$ cat config.mk
export PLATFORM = sky130hd
export DESIGN_NAME = stopwatch_ctrl_flat
export DESIGN_NICKNAME = d
export VERILOG_FILES = /design/src/rtl/stopwatch_pkg.sv /design/src/rtl/stopwatch_ctrl_if.sv /design/src/rtl/stopwatch_ctrl_btn_debounce.sv /design/src/rtl/stopwatch_ctrl.sv /design/src/flat_wrapper.sv
export SDC_FILE = /design/constraint.sdc
export NUM_CORES = 1
export LEC_CHECK = 0
export CORE_MARGIN = 1.5
export CORE_UTILIZATION = 62
export CTS_BUF_LIST = sky130_fd_sc_hd__clkbuf_4
export CTS_CLUSTER_DIAMETER = 100
export CTS_CLUSTER_SIZE = 30
export DETAILED_ROUTE_END_ITERATION = 16
export PLACE_DENSITY_LB_ADDON = 0.15
export SLEW_MARGIN = 5
export SYNTH_ARGS = -nofsm -noshare
export SYNTH_HDL_FRONTEND = slang
export SYNTH_SLANG_ARGS = --single-unit
$ cat constraint.sdc
create_clock -name clk -period 4.14 [get_ports clk]
set_input_delay 0.828 -clock clk [delete_from_list [all_inputs] [get_ports clk]]
set_output_delay 0.828 -clock clk [all_outputs]
set_load 0.1 [all_outputs]
$ cat src/rtl/stopwatch_pkg.sv
// Shared constants and types for the stopwatch front-end control stage.
// Digit indices match the counter's adj_sel[1:0] encoding.
package stopwatch_pkg;

    localparam int DEBOUNCE_CYCLES_DEFAULT = 1000000;

    localparam logic [1:0] DIG_MIN_L = 2'd0;
    localparam logic [1:0] DIG_MIN_R = 2'd1;
    localparam logic [1:0] DIG_SEC_L = 2'd2;
    localparam logic [1:0] DIG_SEC_R = 2'd3;

    localparam logic [3:0] MAX_ONES     = 4'd9;
    localparam logic [3:0] MAX_SEC_TENS = 4'd5;

    typedef enum logic {
        ST_PAUSED,
        ST_RUNNING
    } run_state_e;

    // Seconds tens only reaches 5; every other digit is a decimal ones-style digit.
    function automatic logic [3:0] clamp_digit(input logic [1:0] sel, input logic [3:0] val);
        logic [3:0] limit;
        limit = (sel == DIG_SEC_L) ? MAX_SEC_TENS : MAX_ONES;
        return (val > limit) ? limit : val;
    endfunction

endpackage

$ cat src/rtl/stopwatch_ctrl_if.sv
// Control bus from the front-end stage to the stopwatch time counter.
// master = control stage (drives), slave = counter (receives).
interface stopwatch_ctrl_if;

    logic       clr;
    logic       paused;
    logic       adj;
    logic [2:0] adj_sel;
    logic [3:0] adj_val;

    modport master (
        output clr,
        output paused,
        output adj,
        output adj_sel,
        output adj_val
    );

    modport slave (
        input clr,
        input paused,
        input adj,
        input adj_sel,
        input adj_val
    );

endinterface

$ cat src/rtl/stopwatch_ctrl_btn_debounce.sv
// Button conditioner: two-flop synchronizer, stable-level debounce counter
// and a one-cycle registered pulse on each accepted press (0->1 only).
module btn_debounce
    import stopwatch_pkg::*;
#(
    parameter int DEBOUNCE_CYCLES = DEBOUNCE_CYCLES_DEFAULT,
    parameter int DB_W            = 20
) (
    input  logic clk,
    input  logic rst,
    input  logic btn_i,
    output logic press_o
);

    localparam logic [DB_W-1:0] CNT_LAST = DB_W'(DEBOUNCE_CYCLES - 1);

    logic            sync1_q, sync2_q;
    logic            stable_q, stable_d;
    logic            press_q, press_d;
    logic [DB_W-1:0] cnt_q, cnt_d;

    // The counter measures how long the input has disagreed with the accepted level.
    always_comb begin
        cnt_d    = cnt_q;
        stable_d = stable_q;
        press_d  = 1'b0;
        if (sync2_q == stable_q) begin
            cnt_d = '0;
        end else if (cnt_q == CNT_LAST) begin
            stable_d = ~stable_q;
            cnt_d    = '0;
            press_d  = ~stable_q;
        end else begin
            cnt_d = cnt_q + DB_W'(1);
        end
    end

    always_ff @(posedge clk or posedge rst) begin
        if (rst) begin
            sync1_q  <= 1'b0;
            sync2_q  <= 1'b0;
            stable_q <= 1'b0;
            press_q  <= 1'b0;
            cnt_q    <= '0;
        end else begin
            sync1_q  <= btn_i;
            sync2_q  <= sync1_q;
            stable_q <= stable_d;
            press_q  <= press_d;
            cnt_q    <= cnt_d;
        end
    end

    assign press_o = press_q;

endmodule

$ cat src/rtl/stopwatch_ctrl.sv
// Stopwatch front-end: debounced buttons, synchronized switches, run/pause
// state and clamped adjust-write strobes driving the time counter.
module stopwatch_ctrl
    import stopwatch_pkg::*;
#(
    parameter int DEBOUNCE_CYCLES = DEBOUNCE_CYCLES_DEFAULT,
    parameter int DB_W            = 20
) (
    input  logic             clk,
    input  logic             rst,
    input  logic             btn_pause,
    input  logic             btn_rst,
    input  logic             btn_load,
    input  logic             sw_adj,
    input  logic [1:0]       sw_sel,
    input  logic [3:0]       sw_val,
    stopwatch_ctrl_if.master cnt_if
);

    logic pause_press, rst_press, load_press;

    btn_debounce #(.DEBOUNCE_CYCLES(DEBOUNCE_CYCLES), .DB_W(DB_W)) u_db_pause (
        .clk(clk), .rst(rst), .btn_i(btn_pause), .press_o(pause_press)
    );
    btn_debounce #(.DEBOUNCE_CYCLES(DEBOUNCE_CYCLES), .DB_W(DB_W)) u_db_rst (
        .clk(clk), .rst(rst), .btn_i(btn_rst), .press_o(rst_press)
    );
    btn_debounce #(.DEBOUNCE_CYCLES(DEBOUNCE_CYCLES), .DB_W(DB_W)) u_db_load (
        .clk(clk), .rst(rst), .btn_i(btn_load), .press_o(load_press)
    );

    // Switch vector layout: {adj, sel[1:0], val[3:0]}
    logic [6:0] sw_s1_q, sw_s2_q;
    run_state_e state_q;
    logic       clr_q, paused_q, adj_q;
    logic [2:0] adj_sel_q;
    logic [3:0] adj_val_q;

    always_ff @(posedge clk or posedge rst) begin
        if (rst) begin
            sw_s1_q   <= '0;
            sw_s2_q   <= '0;
            state_q   <= ST_PAUSED;
            clr_q     <= 1'b0;
            paused_q  <= 1'b1;
            adj_q     <= 1'b0;
            adj_sel_q <= '0;
            adj_val_q <= '0;
        end else begin
            sw_s1_q <= {sw_adj, sw_sel, sw_val};
            sw_s2_q <= sw_s1_q;
            clr_q   <= rst_press;
            adj_q   <= sw_s2_q[6];
            // Adjust mode freezes the run state so leaving it restores the prior state.
            if (pause_press && !adj_q) begin
                state_q <= (state_q == ST_PAUSED) ? ST_RUNNING : ST_PAUSED;
            end
            paused_q <= (state_q == ST_PAUSED) | adj_q;
            if (load_press && adj_q) begin
                adj_sel_q <= {1'b1, sw_s2_q[5:4]};
                adj_val_q <= clamp_digit(sw_s2_q[5:4], sw_s2_q[3:0]);
            end else begin
                adj_sel_q <= '0;
            end
        end
    end

    assign cnt_if.clr     = clr_q;
    assign cnt_if.paused  = paused_q;
    assign cnt_if.adj     = adj_q;
    assign cnt_if.adj_sel = adj_sel_q;
    assign cnt_if.adj_val = adj_val_q;

endmodule

$ cat src/flat_wrapper.sv
// flat-port wrapper written by rule: the top's interface ports become plain ports
module stopwatch_ctrl_flat import stopwatch_pkg::*;
#(
    parameter int DEBOUNCE_CYCLES = DEBOUNCE_CYCLES_DEFAULT,
    parameter int DB_W            = 20
)
  (clk, rst, btn_pause, btn_rst, btn_load, sw_adj, sw_sel, sw_val, cnt_if_clr, cnt_if_paused, cnt_if_adj, cnt_if_adj_sel, cnt_if_adj_val);
  stopwatch_ctrl_if cnt_if_i ();
  input  logic clk;
  input  logic rst;
  input  logic btn_pause;
  input  logic btn_rst;
  input  logic btn_load;
  input  logic sw_adj;
  input  logic [1:0] sw_sel;
  input  logic [3:0] sw_val;
  output wire logic [$bits(cnt_if_i.clr)-1:0] cnt_if_clr;
  output wire logic [$bits(cnt_if_i.paused)-1:0] cnt_if_paused;
  output wire logic [$bits(cnt_if_i.adj)-1:0] cnt_if_adj;
  output wire logic [$bits(cnt_if_i.adj_sel)-1:0] cnt_if_adj_sel;
  output wire logic [$bits(cnt_if_i.adj_val)-1:0] cnt_if_adj_val;
  assign cnt_if_clr = cnt_if_i.clr;
  assign cnt_if_paused = cnt_if_i.paused;
  assign cnt_if_adj = cnt_if_i.adj;
  assign cnt_if_adj_sel = cnt_if_i.adj_sel;
  assign cnt_if_adj_val = cnt_if_i.adj_val;
  stopwatch_ctrl #(.DEBOUNCE_CYCLES(DEBOUNCE_CYCLES), .DB_W(DB_W)) u_core (.clk(clk), .rst(rst), .btn_pause(btn_pause), .btn_rst(btn_rst), .btn_load(btn_load), .sw_adj(sw_adj), .sw_sel(sw_sel), .sw_val(sw_val), .cnt_if(cnt_if_i));
endmodule
-- Word-level counts from Yosys, hierarchy flattened
Cells that the tools add are included.
- bits in registers: 97
- output and inout bits: 10
- word-level logic and storage cells: 64
- input bits: 12
- equality and inequality tests: 7
- add/sub/neg operators: 3
- bitwise logic cells: 8
- muxes and demuxes: 16
- magnitude comparators: 1
- reduce and logical (&&, ||, !) cells: 6
- operators by type and width (cell ; count):
    $mux 20 ; 6
    $add 20x1->20 const B ; 3
    $eq 20x20->1 const B ; 3
    $mux 4 ; 2
    $mux 1 ; 7
    $not 1->1 ; 7
    $reduce_and 2->1 ; 3
    $gt 4x4->1 ; 1
    $eq 1x1->1 ; 3
    $mux 3 ; 1
    $eq 2x2->1 const B ; 1
    $logic_and 1x1->1 ; 2
    $logic_not 1->1 ; 1
    $or 1x1->1 ; 1

-- Logic depth before layout (Yosys ltp)
Gate-level depths: netlist of run 1.
- depth after elaboration: 4
- gate-level depth with buffers: 7
- mapped depth without buffers: 7

-- Cells and area by module
Synthesis of run 1 repeated with hierarchy kept, for this count alone.
- cells, all modules: 379
- area total of the unflattened synthesis: 4399.2 sq um
- by module, submodules not included (module ; area each (sq um) ; seq. area each (sq um) ; cells each ; times used):
    btn_debounce ; 1188.6 ; 600.6 ; 108 ; 3
    stopwatch_ctrl ; 833.3 ; 626.9 ; 55 ; 1

-- Worst setup path before layout of run 1
No wires, ideal clock.
- kind: reg2reg
- start point: register u_core.u_db_rst.cnt_q[12]
- end point: register u_core.u_db_rst.stable_q
- slack: 2107 ps
- data arrival time: 1908 ps
- buffers on the path: 0
- cell stages (with the launch flop): 5
- required time: 4015 ps
- library setup time: 125 ps
- period minus slack after synthesis: 2033 ps
- cells stage by stage: dfrtp_1 > or4b_1 > or4_4 > nor2_1 > mux2_2
- cells in the longest elaborated chain, start to end: 2
- ends and longest elaborated chain (item ; RTL line ; RTL):
    start, declared ; stopwatch_ctrl_btn_debounce.sv:20 ; logic [DB_W-1:0] cnt_q, cnt_d;
    start signal, assigned ; stopwatch_ctrl_btn_debounce.sv:50 ; cnt_q <= cnt_d;
    $eq 20x20->1 ; stopwatch_ctrl_btn_debounce.sv:29 ; end else if (cnt_q == CNT_LAST) begin
    $reduce_and 2->1 (no source line) ; n/a ;
    end signal, assigned ; stopwatch_ctrl_btn_debounce.sv:48 ; stable_q <= stable_d;
    end, declared ; stopwatch_ctrl_btn_debounce.sv:18 ; logic stable_q, stable_d;
Every way passes these cells.
A chain may end at the register's enable or synchronous reset.

-- Final worst setup path of run 1
- start point: register u_core.paused_q, in the netlist u_core.cnt_if.paused
- end point: output cnt_if_paused
- RTL lines (item ; RTL line ; RTL):
    start, declared ; stopwatch_ctrl.sv:35 ; logic clr_q, paused_q, adj_q;
    start signal, assigned ; stopwatch_ctrl.sv:58 ; paused_q <= (state_q == ST_PAUSED) | adj_q;
    end, declared ; flat_wrapper.sv:18 ; output wire logic [$bits(cnt_if_i.paused)-1:0] cnt_if_paused;
No word-level cell between the ends.

==> flow_metrics.tcl, run 1 <==
set metrics [dict create \
    ys.warnings.count 0 \
    place_area_um2 4542 \
    portBuffers 21 \
    die_h_um 85.86 \
    ctsRootBufferMaster "clkbuf_4" \
    synth_nets 407 \
    grt_pass1_vias 2891 \
    post_cts_resized 0 \
    crit_fanout 1 \
    synth_cell_type_count 43 \
    wl_met2_mm 3.575 \
    drt-total-wl_mm 7.106 \
    synth_most_common_cell "dfrtp_1" \
    fp.dieW_um 85.86 \
    critPathCaptureType "output pin" \
    met1_length_mm 3.260 \
    cts_hold_buf 0 \
    synth-seq-cells 97 \
    rows 30 \
    overflow 0 \
    drtAntennaViolNets 0 \
    yosysTopAreaCell "dfrtp_1" \
    crit_family "buffers and inverters" \
    gp_congestion 0.8259 \
    worst-setup-path-type "reg -> out" \
    max_cap_viol_count 0 \
    final_cells 502 \
    arrival_ps 2090 \
    numCtsBuffers 9 \
    synth_seq_area_share 0.5705 \
    period_minus_slack_ps 2917 \
    setup_viol_count_final 0 \
    tritoncts "yes" \
    synth_common_cells "96 x dfrtp_1, 43 x nor2_1, 25 x nand2_1" \
    area_delta_synth_final_pct 10.20 \
    fin_crit_sh 0.7046 \
    vdd_drop_max_v 0.0001948 \
    path_clk_slew_ps 150 \
    utilization 0.6981 \
    synth_cells 391 \
    synth.area.top_cells "dfrtp_1 56%, xnor2_1 4.9%, nor2_1 3.8%" \
    dieArea_um2 7372 \
    grt_util_all_layers 0.2129 \
    core_um2 6719 \
    antenna_found_initial 0 \
    grt_pass1_wl_mm 12.52 \
    cts_setup_buffers 0 \
    hold_viol_final 0 \
    synth.avg_cell_area_um2 10.89 \
    setup_tns_ps 0 \
    synth_area_um2 4257 \
    top_layer "met4" \
    place_hpwl_mm 4.876 \
    clk_latency_ps 450 \
    numClockSinks 97 \
    tightestPinTransition_ps 967.3 \
    slew_headroom 0.3531 \
    grt_start_max_net_pins 56 \
    hp-class "reg -> reg" \
    h-tree-depth 3 \
    power.density_nw_per_um2 330.0 \
    via_per_inst 5.920 \
    cts_buffer_depth 2 \
    slowest_delay_ps 1110 \
    p_total_w 0.001548 \
    num_antenna_cells 0 \
    initial_core_util 0.6335 \
    wl_per_cell_um 14.16 \
    synth_ff_type "dfrtp_1" \
    crit_buf_inv 1 \
    yosysTopAreaCellShare 0.5644 \
    drive_above_1_share 0.08294 \
    drc 0 \
    cp_cell_sequence "clkdlybuf4s50_1" \
    crit_required_ps 3310 \
    critPathLaunchType "register" \
    dr.pass1.iters 4 \
    ios 22 \
    maxClockFrequency_mhz 342.8 \
    synthArstFlopShare 1.000 \
    drtIter0Drc 67 \
    cp_slowest_cell "clkdlybuf4s50_1" \
    placedCellCount 486 \
    met3WireLength_um 171 \
    drv_slew 0 \
    fin_skew_ps 23.04 \
    status "complete, no violations" \
    finish.instance_area_um2 4691 \
    synth_edf_count 0 \
    layout.nets 433 \
    rsz0062_at_grt "false" \
    nFillCells 507 \
    vias 2972 \
    leakagePower_nw 1.955 \
]
## worst paths after layout
check | from | endpoint | slack, ps | cells past startpoint
worst min register to register | u_core.sw_s2_q[6] | u_core.cnt_if.adj | 370 | 0
worst min-delay path | u_core.sw_s2_q[6] | u_core.cnt_if.adj | 370 | 0
min in group asynchronous | rst | u_core.u_db_pause.cnt_q[1] | 800 | 2
worst max register to register | u_core.u_db_pause.cnt_q[13] | u_core.u_db_pause.cnt_q[2] | 1910 | 4
worst max-delay path | u_core.cnt_if.paused | cnt_if_paused | 1220 | 1
max in group asynchronous | rst | u_core.cnt_if.paused | 2520 | 3
## per-stage QoR
stage / hold slack (ps) / setup WS [ps]
after floorplan: 331.2 / 779.9
after global placement: 331.3 / 1700
after detailed placement: 334.7 / 1702
after CTS: 369.4 / 1184
after global routing: 374.0 / 1168
final: 367.3 / 1223
## cells by family (layout without fill, tap and decap cells)
kind of cell    count (synthesis)  in the layout  share of synthesized area
mux                             3              3                   0.007936
compound gates                 51             51                    0.07613
xor+xnor                       39             39                    0.08025
flops                          97             97                     0.5705
buf+inv                        21             52                    0.02234
simple gates                  175            175                     0.2287
fa+ha+maj                       5              5                    0.01411
## report_power, final
part	total [W]	switching (W)	internal (W)	leakage, nW
sequential	0.000977	0.0000120	0.000965	1.30
clock	0.000502	0.000355	0.000148	0.0805
combinational	0.0000682	0.0000439	0.0000243	0.579
total	0.00155	0.000411	0.00114	1.96
## final cells by class
| type | instances | area (µm²) | area share |
|---|---|---|---|
| Sequential cell | 97 | 2429 | 0.5177 |
| Multi-Input combinational cell | 273 | 1733 | 0.3694 |
| Timing Repair Buffer | 24 | 232.7 | 0.04961 |
| Tap cell | 80 | 100.1 | 0.02134 |
| Clock inverter | 7 | 81.33 | 0.01734 |
| Clock buffer | 9 | 67.56 | 0.01440 |
| Inverter | 12 | 47.55 | 0.01014 |
## sequential cells by signal (all words and copies together), names as in the netlist
name and flops:
u_core.u_db_load.stable_q 1, u_core.u_db_pause.sync1_q 1, u_core.u_db_rst.sync1_q 1, u_core.u_db_rst.press_o 1
u_core.u_db_pause.press_o 1, u_core.u_db_load.press_o 1, u_core.u_db_load.sync2_q 1, u_core.cnt_if.adj 1
u_core.cnt_if.adj_sel 3, u_core.u_db_pause.stable_q 1, u_core.u_db_rst.cnt_q 20, u_core.u_db_rst.sync2_q 1
u_core.cnt_if.clr 1, u_core.cnt_if.adj_val 4, u_core.state_q 1, u_core.u_db_load.sync1_q 1
u_core.sw_s2_q 7, u_core.cnt_if.paused 1, u_core.u_db_load.cnt_q 20, u_core.u_db_rst.stable_q 1
u_core.u_db_pause.sync2_q 1, u_core.u_db_pause.cnt_q 20, u_core.sw_s1_q 7
## metal layers
metal  up-vias  track usage
met4         0      0.09091
li1       1443            -
met2        42       0.3601
met5         -            0
met3        11      0.02984
met1      1476       0.2773
## layout by cell type (no fill, tap or decap), drive strengths merged, types with 10 or more instances in the layout
| cell | count |
|---|---|
| or3 | 12 |
| o31ai | 10 |
| nor2 | 43 |
| xor2 | 15 |
| a21oi | 20 |
| xnor2 | 24 |
| o21ai | 16 |
| nand3 | 19 |
| clkdlybuf4s50 | 21 |
| nand4 | 13 |
| dfrtp | 96 |
| and3 | 10 |
| inv | 16 |
| or4 | 15 |
| nand2 | 25 |
(Power assumes the default switching activity.)
==> run 2, diff against run 1 <==
clock period = 2.7 ns   (was 4.14 ns; I/O delays follow)
==> run 2 against run 1 <==
  * Clock skew up 3.3 ps
  * Critical endpoint is now u_core.u_db_pause.cnt_q[6]
  * Hold slack worse by 14 ps
  * Sequential share of layout area down 0.069 points
  * Global-route usage up 0.51 points
  * Sequential power up 54%
  * Count of clock-buffer cells in the layout unchanged
  * Design area up 0.13%
  * Register-to-register slack worse by 1400 ps
  * Power up 54%
  * Critical path depth up 3
  * Largest power group unchanged
  * Largest cell class unchanged
==> flow_metrics.tcl, run 2 (synthesis results as in run 1) <==
set metrics [dict create \
    timing.hold.ws_ps 353.3 \
    final_common_cell "dfrtp_1" \
    ctsRootBufferMaster "clkbuf_4" \
    top_regs "u_core.u_db_load.cnt_q (20), u_core.u_db_pause.cnt_q (20), u_core.u_db_rst.cnt_q (20)" \
    critPathCaptureType "register" \
    cts_hold_buf 0 \
    area_delta_synth_final_pct 10.35 \
    clk_latency_ps 450 \
    arrival_ps 2530 \
    grt_pass1_vias 2893 \
    hp-class "reg -> reg" \
    drtAntennaViolNets 0 \
    num_antenna_cells 0 \
    hold_viol_final 0 \
    ff2ff_setup_slack_ps 510 \
    fp.dieW_um 85.86 \
    path_clk_slew_ps 180 \
    numClockSinks 97 \
    cp_cell_sequence "or4_1 -> or4_4 -> o21ai_4 -> nor2_1" \
    power.density_nw_per_um2 507.3 \
    period_minus_slack_ps 2190 \
    setup_tns_ps 0 \
    slew_headroom 0.6086 \
    grt_util_all_layers 0.2181 \
    vdd_drop_max_v 0.0002991 \
    cts_setup_buffers 0 \
    drt-total-wl_mm 7.188 \
    rows 30 \
    p_total_w 0.002383 \
    via_per_inst 5.821 \
    rsz0062_at_grt "false" \
    drv_slew 0 \
    ios 22 \
    multi_input_area_um2 1733 \
    core_um2 6719 \
    final_cell_mix "96 x dfrtp_1, 43 x nor2_1, 25 x nand2_1" \
    drc 0 \
    crit_fanout 19 \
    portBuffers 21 \
    cp_slowest_cell "or4_4" \
    grt_start_max_net_pins 27 \
    fin_crit_sh 0.8112 \
    tightestPinTransition_ps 583.6 \
    dieArea_um2 7372 \
    dr.pass1.iters 5 \
    drive_above_1_share 0.1108 \
    cts_buffer_depth 2 \
    layout.nets 435 \
    slowest_delay_ps 560 \
    wl_per_cell_um 14.26 \
    worst-setup-path-type "reg -> reg" \
    drtIter0Drc 129 \
    die_h_um 85.86 \
    tritoncts "yes" \
    place_hpwl_mm 5.072 \
    nFillCells 497 \
    fin_skew_ps 26.31 \
    maxClockFrequency_mhz 456.6 \
    numCtsBuffers 9 \
    grt_pass1_wl_mm 12.88 \
    crit_required_ps 3040 \
    leakagePower_nw 1.984 \
    gp_congestion 0.8469 \
    antenna_found_initial 0 \
    setup_viol_count_final 0 \
    overflow 0 \
    h-tree-depth 3 \
    status "complete, no violations" \
    max_cap_viol_count 0 \
    initial_core_util 0.6335 \
    vias 2934 \
    critPathLaunchType "register" \
    regArea_um2 2429 \
    post_cts_resized 0 \
]
==> run 2: changes by cell type in the layout (fill, tap and decap cells not counted) <==
cell,delta
buf_4,+11
clkdlybuf4s50_1,-10
inv_8,+1
inv_6,-1
inv_4,-1
clkinvlp_4,+1
buf_12,+1
==> run 2: worst paths after layout <==
path | from | end | cells after the start
max in group asynchronous | rst | u_core.cnt_if.adj | 3
min in group asynchronous | rst | u_core.cnt_if.adj_val[2] | 2
worst min register to register | u_core.sw_s1_q[6] | u_core.sw_s2_q[6] | 0
worst max register to register | u_core.u_db_pause.cnt_q[13] | u_core.u_db_pause.cnt_q[6] | 4
worst min-delay path | u_core.sw_s1_q[6] | u_core.sw_s2_q[6] | 0
worst max-delay path | u_core.u_db_pause.cnt_q[13] | u_core.u_db_pause.cnt_q[6] | 4
==> run 2: critical path, delay by kind of cell (launching register included) <==
kind | cells | cell delay, ps
DFF | 1 | 450
and+or+nand+nor | 3 | 1190
AOI/OAI and AO/OA | 1 | 420
==> run 2: cell type report <==
class                   count  area share
inverters                  12     0.01039
clock buffers               9     0.01438
well taps                  80     0.02131
flip-flops and latches     97      0.5170
multi-input cells         273      0.3689
clock inverters             7     0.01785
repair buffers             26     0.05008
==> run 2: layer usage <==
metal  up-vias  routed length [µm]  global-route usage
met5         -                   0                   0
li1       1442                   -                   -
met2        39                3449              0.3550
met4         0                 102             0.08065
met3         9                 180             0.03272
met1      1444                3456              0.3005
==> run 2: metrics by stage <==
step / utilization / worst slack [ps] / std cells / instance area [µm²]
after floorplan: - / 666.8 / 391 / 4260
after global placement: 0.6765 / 578.9 / 488 / 4546
after detailed placement: 0.6765 / 523.6 / 488 / 4546
after CTS: 0.6991 / 506.4 / 504 / 4697
after global routing: 0.6991 / 369.6 / 504 / 4697
final: 0.6991 / 509.8 / 504 / 4697
==> run 2: report_power, final <==
| part | total [W] | internal, W | switching [W] |
|---|---|---|---|
| registers | 0.00150 | 0.00148 | 0.0000183 |
| clock network | 0.000776 | 0.000229 | 0.000547 |
| logic | 0.000108 | 0.0000403 | 0.0000679 |
